**config.mk**
```make
export PLATFORM = sky130hd
export DESIGN_NAME = dmem_responder
export DESIGN_NICKNAME = d
export VERILOG_FILES = /design/src/rtl/dmem_responder.sv
export SDC_FILE = /design/constraint.sdc
export NUM_CORES = 1
export LEC_CHECK = 0
export ABC_CLOCK_PERIOD_IN_PS = 8760
export BUFFER_PORTS_ARGS = -buffer_cell sky130_fd_sc_hd__buf_4
export CAP_MARGIN = 20
export CELL_PAD_IN_SITES_DETAIL_PLACEMENT = 0
export CELL_PAD_IN_SITES_GLOBAL_PLACEMENT = 1
export CORE_MARGIN = 2
export CORE_UTILIZATION = 57
export DETAILED_ROUTE_END_ITERATION = 16
export MAX_ROUTING_LAYER = met4
export PLACE_DENSITY_LB_ADDON = 0.2
export SYNTH_ARGS = -nofsm -noshare
export SYNTH_HDL_FRONTEND = slang
export SYNTH_SLANG_ARGS = --single-unit
```
**constraint.sdc**
```tcl
create_clock -name clk_i -period 8.76 [get_ports clk_i]
set_clock_uncertainty 0.2 [all_clocks]
set_input_delay 1.752 -clock clk_i [delete_from_list [all_inputs] [get_ports clk_i]]
set_output_delay 1.752 -clock clk_i [all_outputs]
set_load 0.01 [all_outputs]
```
**src/rtl/dmem_responder.sv**
```systemverilog
// dmem_responder: responder end of the core's data-memory load/store port.
// A byte-addressable RAM that serves 32-bit little-endian word loads and
// byte-enabled stores. Requests and responses each use a valid/ready
// handshake, and only one transaction is outstanding at a time. LATENCY
// inserts wait cycles between accept and response to model slow memory.
//
// Ports:
//   clk_i          clock, rising edge
//   rst_i          asynchronous active-high reset
//   req_valid_i    request present
//   req_ready_o    request can be accepted this cycle
//   req_write_i    1 = store, 0 = load
//   req_addr_i     byte address, must be word-aligned
//   req_wdata_i    store data, byte addr+0 = wdata[7:0]
//   req_be_i       store byte enables (ignored for loads)
//   rsp_valid_o    response present
//   rsp_ready_i    initiator accepts response
//   rsp_rdata_o    load data; 0 for stores and misaligned requests
//   rsp_err_o      request was misaligned
//
// state  | meaning
// S_IDLE | ready for a request
// S_WAIT | request latched, counting down LATENCY cycles
// S_RESP | access done, holding response until rsp_ready_i
module dmem_responder #(
  parameter int ADDR_W  = 7,
  parameter int LATENCY = 1
) (
  input  logic              clk_i,
  input  logic              rst_i,
  input  logic              req_valid_i,
  output logic              req_ready_o,
  input  logic              req_write_i,
  input  logic [ADDR_W-1:0] req_addr_i,
  input  logic [31:0]       req_wdata_i,
  input  logic [3:0]        req_be_i,
  output logic              rsp_valid_o,
  input  logic              rsp_ready_i,
  output logic [31:0]       rsp_rdata_o,
  output logic              rsp_err_o
);

  localparam logic [3:0] LAT = 4'(LATENCY);

  typedef enum logic [1:0] {S_IDLE, S_WAIT, S_RESP} state_t;

  state_t            state_q, state_d;
  logic [3:0]        cnt_q, cnt_d;
  logic              accept;
  logic              access;

  logic              wr_q;
  logic [ADDR_W-1:0] addr_q;
  logic [31:0]       wdata_q;
  logic [3:0]        be_q;

  logic [31:0]       rdata_q;
  logic              err_q;

  logic [7:0]        mem_q [0:(2**ADDR_W)-1];

  // With LATENCY=0 the access happens on the accept edge itself, before
  // the request has been latched, so the access operands come straight
  // from the request port while in IDLE.
  logic              acc_write;
  logic [ADDR_W-1:0] acc_addr;
  logic [31:0]       acc_wdata;
  logic [3:0]        acc_be;
  logic              acc_aligned;
  logic [ADDR_W-3:0] acc_word;
  logic [31:0]       rd_word;

  always_ff @(posedge clk_i or posedge rst_i) begin
    if (rst_i) begin
      state_q <= S_IDLE;
      cnt_q   <= '0;
    end else begin
      state_q <= state_d;
      cnt_q   <= cnt_d;
    end
  end

  always_comb begin
    state_d     = state_q;
    cnt_d       = cnt_q;
    req_ready_o = 1'b0;
    accept      = 1'b0;
    access      = 1'b0;
    case (state_q)
      S_IDLE: begin
        // req_ready must stay low for as long as reset is held.
        req_ready_o = ~rst_i;
        if (req_valid_i && !rst_i) begin
          accept = 1'b1;
          if (LAT == 4'd0) begin
            state_d = S_RESP;
            access  = 1'b1;
          end else begin
            state_d = S_WAIT;
            cnt_d   = LAT;
          end
        end
      end
      S_WAIT: begin
        cnt_d = cnt_q - 4'd1;
        // Counter holds LATENCY on entry, so leaving at 1 gives exactly
        // LATENCY cycles in WAIT.
        if (cnt_q <= 4'd1) begin
          state_d = S_RESP;
          access  = 1'b1;
        end
      end
      S_RESP: begin
        if (rsp_ready_i) state_d = S_IDLE;
      end
      default: state_d = S_IDLE;
    endcase
  end

  always_ff @(posedge clk_i or posedge rst_i) begin
    if (rst_i) begin
      wr_q    <= 1'b0;
      addr_q  <= '0;
      wdata_q <= '0;
      be_q    <= '0;
    end else if (accept) begin
      wr_q    <= req_write_i;
      addr_q  <= req_addr_i;
      wdata_q <= req_wdata_i;
      be_q    <= req_be_i;
    end
  end

  always_comb begin
    if (state_q == S_IDLE) begin
      acc_write = req_write_i;
      acc_addr  = req_addr_i;
      acc_wdata = req_wdata_i;
      acc_be    = req_be_i;
    end else begin
      acc_write = wr_q;
      acc_addr  = addr_q;
      acc_wdata = wdata_q;
      acc_be    = be_q;
    end
  end

  assign acc_aligned = (acc_addr[1:0] == 2'b00);
  assign acc_word    = acc_addr[ADDR_W-1:2];
  assign rd_word     = {mem_q[{acc_word, 2'd3}], mem_q[{acc_word, 2'd2}],
                        mem_q[{acc_word, 2'd1}], mem_q[{acc_word, 2'd0}]};

  // RAM contents survive reset; an access can only fire outside reset.
  always_ff @(posedge clk_i) begin
    if (access && acc_write && acc_aligned) begin
      for (int i = 0; i < 4; i++) begin
        if (acc_be[i]) mem_q[{acc_word, 2'(i)}] <= acc_wdata[8*i +: 8];
      end
    end
  end

  always_ff @(posedge clk_i or posedge rst_i) begin
    if (rst_i) begin
      rdata_q <= '0;
      err_q   <= 1'b0;
    end else if (access) begin
      err_q   <= ~acc_aligned;
      rdata_q <= (acc_aligned && !acc_write) ? rd_word : 32'h0;
    end
  end

  assign rsp_valid_o = (state_q == S_RESP);
  assign rsp_rdata_o = rdata_q;
  assign rsp_err_o   = err_q;

endmodule

```
# [Word-level counts from Yosys, hierarchy flattened]
# Memory sizes are Yosys's and may differ from the RTL's.
# Index checks and enable logic that the tools add are counted.
[word_totals] ram_bits=1024 output_inout_bits=35 memories=1 inputBits=48 regBits=83 word_cells=57
[classes] n_addsub=1 eq_ne=5 bitwise=2 reduce_logical=11 muxes=28 order_cmp=1
[mem_list] name="mem_q" depth=128 width=8 rd=4 rd_clocked_by_memory_dff=0 wr=4 line="60" source="logic [7:0] mem_q [0:(2**ADDR_W)-1];"
[op_table] cell="two-way mux 32 bit" count=2
[op_table] cell="two-way mux 1 bit" count=18
[op_table] cell="two-way mux 4 bit" count=2
[op_table] cell="case mux 4 bit (2 select lines)" count=1
[op_table] cell="two-way mux 7 bit" count=1
[op_table] cell="two-way mux 2 bit" count=3
[op_table] cell="case mux 2 bit (3 select lines)" count=1
[op_table] cell="<= comparator 4 x 1 -> 1 bit (second input constant)" count=1
[op_table] cell="logical AND 1 bit" count=4
[op_table] cell="logical NOT 2 bit" count=2
[op_table] cell="!= test 2 bit (second input constant)" count=2
[op_table] cell="subtractor 4 x 1 -> 4 bit (second input constant)" count=1
[op_table] cell="AND reduction 3 bit" count=1
[op_table] cell="equality test 2 x 1 -> 1 bit (second input constant)" count=1
[op_table] cell="equality test 2 bit (second input constant)" count=1
[op_table] cell="logical NOT 1 bit" count=2
[op_table] cell="!= test 2 x 1 -> 1 bit (second input constant)" count=1
[op_table] cell="NOT 1 bit" count=2
[op_table] cell="AND reduction 2 bit" count=1
[op_table] cell="nonzero test 2 bit" count=1

# [Longest topological paths before layout]
# Gate-level depths: netlist of run 1.
[logic_depth] word_depth=7 mapped_depth=12 ltp_nobuf=9

# [Least setup slack after synthesis of run 1]
# OpenSTA, ideal clock, no wires.
[synth_path] path_type="input to register" from="input port rst_i" to="register wdata_q[10]" slack_ps=3959 setup_time_ps=65 arrival_time_ps=4536 path_buffers=2 required_time_ps=8495 stages=6 cell_sequence="inv_1 > and3_1 > clkbuf_1 > buf_1 > nand2_1 > nand2_1"
[synth_via] elab_chain_cells=4
[synth_lines] element="from (decl)" line="30" source="input logic rst_i,"
[synth_lines] element="logical NOT 1 bit (no line)"
[synth_lines] element="logical AND 1 bit" line="93" source="if (req_valid_i && !rst_i) begin"
[synth_lines] element="two-way mux 1 bit" line="93"
[synth_lines] element="two-way mux 1 bit" line="89" source="case (state_q)"
[synth_lines] element="to (signal assigned)" line="129" source="wdata_q <= req_wdata_i;"
[synth_lines] element="to (decl)" line="54" source="logic [31:0] wdata_q;"
# No other way between the ends.
# A chain may end at the register's enable or synchronous reset.

==> results.py, run 1 <==
metrics = {
    "timing": {
        "setup_tns_ns": 0,
        "drv_slew": 0,
        "finalCritPeriodShare_pct": 52.26,
        "worst_pin_slew_ns": 1.138,
        "finalSetupViolations": 0,
        "relSlewSlack_pct": 23.87,
        "fin_hold_ws_ns": 0.2710,
        "maxClockFrequency_ghz": 0.2184,
        "hold_viol": 0,
        "rsz0062_at_grt": "no",
        "finalCriticalPeriod_ns": 4.578,
    },
    "yosys": {
        "synth_cells": 2654,
        "synth-seq-cells": 1107,
        "yosysUniqueCellTypes": 42,
        "synth_seq_area_share_pct": 79.61,
        "ys.flop_type": "edfxtp_1",
        "synth_edf_count": 1024,
        "syn-num-nets": 2704,
        "postSynth.asyncResetShare_pct": 7.498,
        "synthesis.area_sq_mm": 0.04123,
        "syn_avg_cell_area_sq_um": 15.54,
        "yosysWarningCount": 0,
    },
    "detailed_routing": {
        "wl_met3_um": 11760,
        "avgRoutedWirePerCell_um": 29.32,
        "vias": 25050,
        "wl_met2_um": 51640,
        "drt_wl_total_um": 110600,
        "remaining_drc_errors": 0,
        "antenna_left": 0,
        "avgViaCountPerCell": 6.640,
        "drt-met1-wl_um": 44030,
        "firstDrtPassIters": 7,
        "top_layer": "met4",
        "drtIter0Drc": 3528,
    },
    "clock_tree": {
        "post-cts-setup-buffers": 0,
        "cts_max_path_buffers": 3,
        "clkTransAtPathRegs_ns": 0.07,
        "clk_latency_ns": 0.66,
        "cts_tree": "yes",
        "cts_root_buf": "clkbuf_16",
        "cts_made_buffers": 107,
        "cts.sinks": 1107,
        "cts_hold_buf": 0,
        "h-tree-depth": 3,
        "cts_resized": 0,
    },
    "layout": {
        "mostFrequentLayoutCells": "edfxtp_1 (1,024), o22ai_1 (496), nand2_1 (311)",
        "n_fill_cell": 5024,
        "drive_above_1_share_pct": 12.83,
        "syn_to_final_growth_pct": 13.51,
        "final_nets": 2782,
        "fin_util_pct": 65.36,
        "layout_commonest_cell": "edfxtp_1",
        "final_area_sq_mm": 0.04680,
        "antennaDiodeCount": 0,
    },
    "floorplanning": {
        "std_cell_rows": 98,
        "ios": 83,
        "die_w_um": 273.0,
        "die-area_sq_mm": 0.07451,
        "start_util_pct": 57.58,
        "core-area_sq_mm": 0.07161,
        "die_h_um": 273.0,
    },
    "place": {
        "hpwlAfterDp_um": 66710,
        "place_area_sq_mm": 0.04316,
        "gp_congestion": 0.8691,
        "io_buffers": 82,
    },
    "critical_path": {
        "cp.required_ns": 8.84,
        "critical_path_class": "reg -> reg",
        "end_kind": "register",
        "worstPathArrival_ns": 4.65,
        "crit_fanout": 36,
        "startpoint_type": "register",
    },
    "outcome": {
        "outcome": "finished clean",
    },
    "min_path": {
        "hold_class": "reg -> reg",
    },
    "global_route": {
        "antenna_found_initial": 3,
        "grt_start_max_net_pins": 129,
        "first_global_vias": 24380,
        "grt_pass1_wl_um": 161900,
        "overflow": 0,
        "track_usage_pct": 30.74,
    },
    "power": {
        "powerDensity_mw_per_mm2": 357.0,
        "p_leak_nw": 15.49,
        "worst_ir_drop_vdd_mv": 0.5058,
    },
    "run": {
        "maxCapViolations": 0,
    },
}
==> worst max-delay path, cell delays in order (launching register included) <==
cell and delay (ns):
dfrtp_1 0.47, nor2_4 0.46, buf_4 0.42, mux2i_1 0.67, and2_1 0.22, buf_4 0.45, nand2_1 0.45, nor2_1 0.84
==> metrics by stage <==
| step | power (mW) | setup WS (ns) | instances |
|---|---|---|---|
| floorplan | 9.779 | 3.959 | 2654 |
| global placement | 11.64 | 3.602 | 3548 |
| detailed placement | 12.02 | 3.783 | 3569 |
| CTS | 16.63 | 4.194 | 3768 |
| global route | 17.24 | 3.985 | 3772 |
| finish | 16.71 | 4.182 | 3772 |
==> routing by layer <==
layer / global-route usage, % / up-vias
met2: 45.49 / 1503
met3: 5.615 / 166
met4: 9.850 / 0
li1: - / 10710
met5: - / -
met1: 43.91 / 12670
==> cell usage after synthesis, drive strengths merged, types with 31 or more instances <==
library cell / instances / share of area, %
o22ai: 496 / 7.5
nand2: 313 / 2.8
o41ai: 31 / 1.2
buf: 88 / 1.3
o21ai: 227 / 2.8
o21a: 34 / 0.62
dfrtp: 83 / 5.0
edfxtp: 1024 / 75
nor2: 139 / 1.3
clkbuf: 92 / 0.84
nand4: 31 / 0.47
nand3: 35 / 0.44
==> final timing paths <==
path                                             start                          end  slack (ns)  depth (start not counted)
max in group asynchronous                        rst_i  rsp_rdata_o[20]$_DFFE_PP0P_        6.19                          3
min in group asynchronous                        rst_i             wr_q$_DFFE_PP0P_        1.03                          2
worst min-delay path            wdata_q[4]$_DFFE_PP0P_       wdata_q[4]$_DFFE_PP0P_        0.27                          2
worst max-delay path            state_q[1]$_DFFE_PP0P_      mem_q[26][28]$_DFFE_PP_        4.18                          7
worst max register to register  state_q[1]$_DFFE_PP0P_      mem_q[26][28]$_DFFE_PP_        4.18                          7
worst min register to register  wdata_q[4]$_DFFE_PP0P_       wdata_q[4]$_DFFE_PP0P_        0.27                          2
==> cell type report <==
cell class	instances	area [sq um]	area share [%]
Clock inverter	53	611.8	1.307
Sequential cell	1107	32830	70.13
Tap cell	950	1189	2.540
Timing Repair Buffer	149	1604	3.427
Multi-Input combinational cell	1361	7582	16.20
Inverter	6	25.02	0.05346
Clock buffer	146	2967	6.338
==> sequential cells by signal, indices dropped and copies added, names as in the netlist <==
register,cells
mem_q,1024
rsp_rdata_o,32
wdata_q,32
addr_q,7
be_q,4
cnt_q,4
state_q,2
rsp_err_o,1
wr_q,1
==> cell families after synthesis <==
family	count (synthesis)	share of synthesized area [%]
AND/OR/NAND/NOR	539	5.344
flip-flops	1107	79.61
adder cells (fa/ha/maj)	2	0.06068
multiplexers	4	0.1001
AO/OA/AOI/OAI	816	12.70
buffers and inverters	186	2.191
==> power by group <==
part / switching, mW / internal (mW)
registers: 0.135 / 6.88
logic: 3.62 / 1.38
clock network: 1.94 / 2.75
total: 5.70 / 11.0
(Power assumes the default switching activity.)
==> run 2, diff against run 1 <==
--- a/config.mk
+++ b/config.mk
@@ -5,13 +5,13 @@
 export SDC_FILE = /design/constraint.sdc
 export NUM_CORES = 1
 export LEC_CHECK = 0
-export ABC_CLOCK_PERIOD_IN_PS = 8760
+export ABC_CLOCK_PERIOD_IN_PS = 4800
 export BUFFER_PORTS_ARGS = -buffer_cell sky130_fd_sc_hd__buf_4
 export CAP_MARGIN = 20
 export CELL_PAD_IN_SITES_DETAIL_PLACEMENT = 0
 export CELL_PAD_IN_SITES_GLOBAL_PLACEMENT = 1
 export CORE_MARGIN = 2
-export CORE_UTILIZATION = 57
+export CORE_UTILIZATION = 53
 export DETAILED_ROUTE_END_ITERATION = 16
 export MAX_ROUTING_LAYER = met4
 export PLACE_DENSITY_LB_ADDON = 0.2
==> constraint.sdc (replaced) <==
create_clock -name clk_i -period 4.8 [get_ports clk_i]
set_clock_uncertainty 0.2 [all_clocks]
set_input_delay 0.96 -clock clk_i [delete_from_list [all_inputs] [get_ports clk_i]]
set_output_delay 0.96 -clock clk_i [all_outputs]
set_load 0.01 [all_outputs]
==> run 2 against run 1 <==
Against the previous run: maximum frequency up 11%; clock power rose by 79%; wire length rose by 0.97%; register-to-register slack got worse by 3.5 ns; die area rose by 7.4%; final cell count is 5.5% higher; utilization shrank 3.9 points; worst hold slack worse by 0.060 ns; sequential power rose by 83%; critical endpoint is now mem_q[0][3]$_DFFE_PP_; sequential cell count unchanged; combinational power rose by 82%.
==> results.py, run 2 (synthesized netlist as in run 1, its figures left out) <==
metrics = {
    "clock_tree": {
        "h-tree-depth": 3,
        "cts_resized": 0,
        "clkTransAtPathRegs_ns": 0.06,
        "cts_made_buffers": 108,
        "clk_latency_ns": 0.66,
        "cts_tree": "yes",
        "cts_hold_buf": 0,
        "cts.sinks": 1107,
        "cts_max_path_buffers": 3,
        "cts_root_buf": "clkbuf_16",
        "post-cts-setup-buffers": 0,
    },
    "power": {
        "seq_power_share_pct": 42.3,
        "swShare_pct": 34.10,
        "power.internal_mw": 19.97,
        "p_leak_nw": 15.96,
        "worst_ir_drop_vdd_mv": 0.4429,
        "power_frac_clock_pct": 27.7,
        "powerDensity_mw_per_mm2": 638.4,
        "p_comb_share_pct": 30.0,
        "p_switching_mw": 10.33,
    },
    "global_route": {
        "antenna_found_initial": 3,
        "grt_pass1_wl_um": 163200,
        "first_global_vias": 24460,
        "busiest_layer": "met2",
        "grt_start_max_net_pins": 68,
        "track_usage_pct": 28.49,
        "overflow": 0,
        "use_met1_pct": 40.10,
        "grt.met2_usage_pct": 42.26,
        "grtUsageMet3_pct": 5.137,
    },
    "layout": {
        "syn_to_final_growth_pct": 15.11,
        "mostFrequentLayoutCells": "edfxtp_1 (1,024), o22ai_1 (496), nand2_1 (310)",
        "regMostFlops": "mem_q",
        "largest_register_ffs": 1024,
        "drive_above_1_share_pct": 15.98,
        "layout_commonest_cell": "edfxtp_1",
        "final_nets": 2895,
    },
    "place": {
        "gp_congestion": 0.8467,
        "hpwlAfterDp_um": 69270,
        "io_buffers": 82,
    },
    "detailed_routing": {
        "remaining_drc_errors": 0,
        "drt_wl_total_um": 111700,
        "antenna_left": 0,
        "vias": 24970,
        "avgViaCountPerCell": 6.276,
        "firstDrtPassIters": 6,
        "drtIter0Drc": 3065,
        "avgRoutedWirePerCell_um": 28.07,
    },
    "floorplanning": {
        "ios": 83,
        "start_util_pct": 53.40,
        "std_cell_rows": 102,
        "die_w_um": 282.9,
        "core-area_sq_mm": 0.07721,
        "die-area_sq_mm": 0.08005,
        "die_h_um": 282.9,
    },
    "critical_path": {
        "reg2reg_depth": 6,
        "critical_path_class": "reg -> reg",
        "r2r-end": "mem_q[0][3]$_DFFE_PP_",
        "startpoint_type": "register",
        "cp.required_ns": 4.88,
        "worstPathArrival_ns": 4.19,
        "timing.rr.start": "state_q[1]$_DFFE_PP0P_",
        "cp-startpoint": "state_q[1]$_DFFE_PP0P_",
        "crit_fanout": 32,
        "slowest_stage": "nor2_1",
        "crit_path_max_incr_delay_ns": 0.79,
        "rrSetupSlack_ns": 0.69,
        "crit_path_cell_trace": "or2_2 -> nor3_1 -> a31oi_1 -> nor2_4 -> nand2_1 -> nor2_1",
        "end_kind": "register",
    },
    "timing": {
        "finalCriticalPeriod_ns": 4.109,
        "drv_slew": 0,
        "finalCritPeriodShare_pct": 85.61,
        "setup_tns_ns": 0,
        "hold_viol": 0,
        "fin_hold_ws_ns": 0.2110,
        "finalSetupViolations": 0,
        "maxClockFrequency_ghz": 0.2434,
        "worst_pin_slew_ns": 0.9363,
        "relSlewSlack_pct": 37.35,
        "rsz0062_at_grt": "no",
    },
    "outcome": {
        "outcome": "finished clean",
    },
    "run": {
        "maxCapViolations": 0,
    },
    "min_path": {
        "hold_class": "in -> async",
    },
}
run 2: changes by cell type in the layout (fill, tap and decap cells not counted), sizes merged:
| cell | previous run | this run |
|---|---|---|
| clkbuf | 146 | 134 |
| clkinv | 31 | 46 |
| diode | 0 | 3 |
| inv | 9 | 10 |
| buf | 149 | 261 |
| clkinvlp | 6 | 3 |
run 2: how the worst max path moves through the flow:
stage	end
global route	mem_q[3][19]$_DFFE_PP_
floorplan	wdata_q[10]$_DFFE_PP0P_
detailed placement	mem_q[17][7]$_DFFE_PP_
global placement	mem_q[3][17]$_DFFE_PP_
finish	mem_q[0][3]$_DFFE_PP_
CTS	mem_q[3][18]$_DFFE_PP_
run 2: metal layers:
metal  part of all wire (%)  up-vias
li1                       -    10920
met1                     41    12590
met2                     46     1270
met3                    9.7      186
met4                    3.2        0
met5                      0        -
run 2: stage by stage:
step	worst slack (ns)	power, mW	std cells	area, sq um	utilization [%]
2_1_floorplan	0.7907	17.85	2654	41230	-
6_report	0.6907	30.30	3978	47470	61.47
3_5_place_dp	0.7882	21.87	3769	43820	56.76
5_1_grt	0.5586	31.39	3977	47460	61.47
4_1_cts	0.8314	30.17	3969	47320	61.28
3_3_place_gp	0.8163	21.61	3767	43790	56.71
run 2: layout make-up:
| class | instances | area, sq um |
|---|---|---|
| multi-input combinational | 1361 | 7585 |
| clock buffer | 134 | 2841 |
| fill | 5712 | 29750 |
| clock inverter | 66 | 654.4 |
| inverter | 6 | 25.02 |
| sequential | 1107 | 32830 |
| tap | 1040 | 1301 |
| antenna | 3 | 7.507 |
| timing repair buffer | 261 | 2225 |
run 2: critical path, delay by kind of cell, from the launching register on:
kind	cells	cell delay [ns]
and+or+nand+nor	5	2.91
AOI/OAI and AO/OA	1	0.14
DFF	1	0.45
run 2: power by group through the flow:
stage	Sequential, mW	Clock [mW]	Combinational, mW
after detailed placement	13.0	0	8.83
after global placement	13.0	0	8.58
after CTS	12.8	8.47	8.85
final	12.8	8.40	9.08
after floorplan	13.0	0	4.84
after global routing	12.9	8.87	9.67
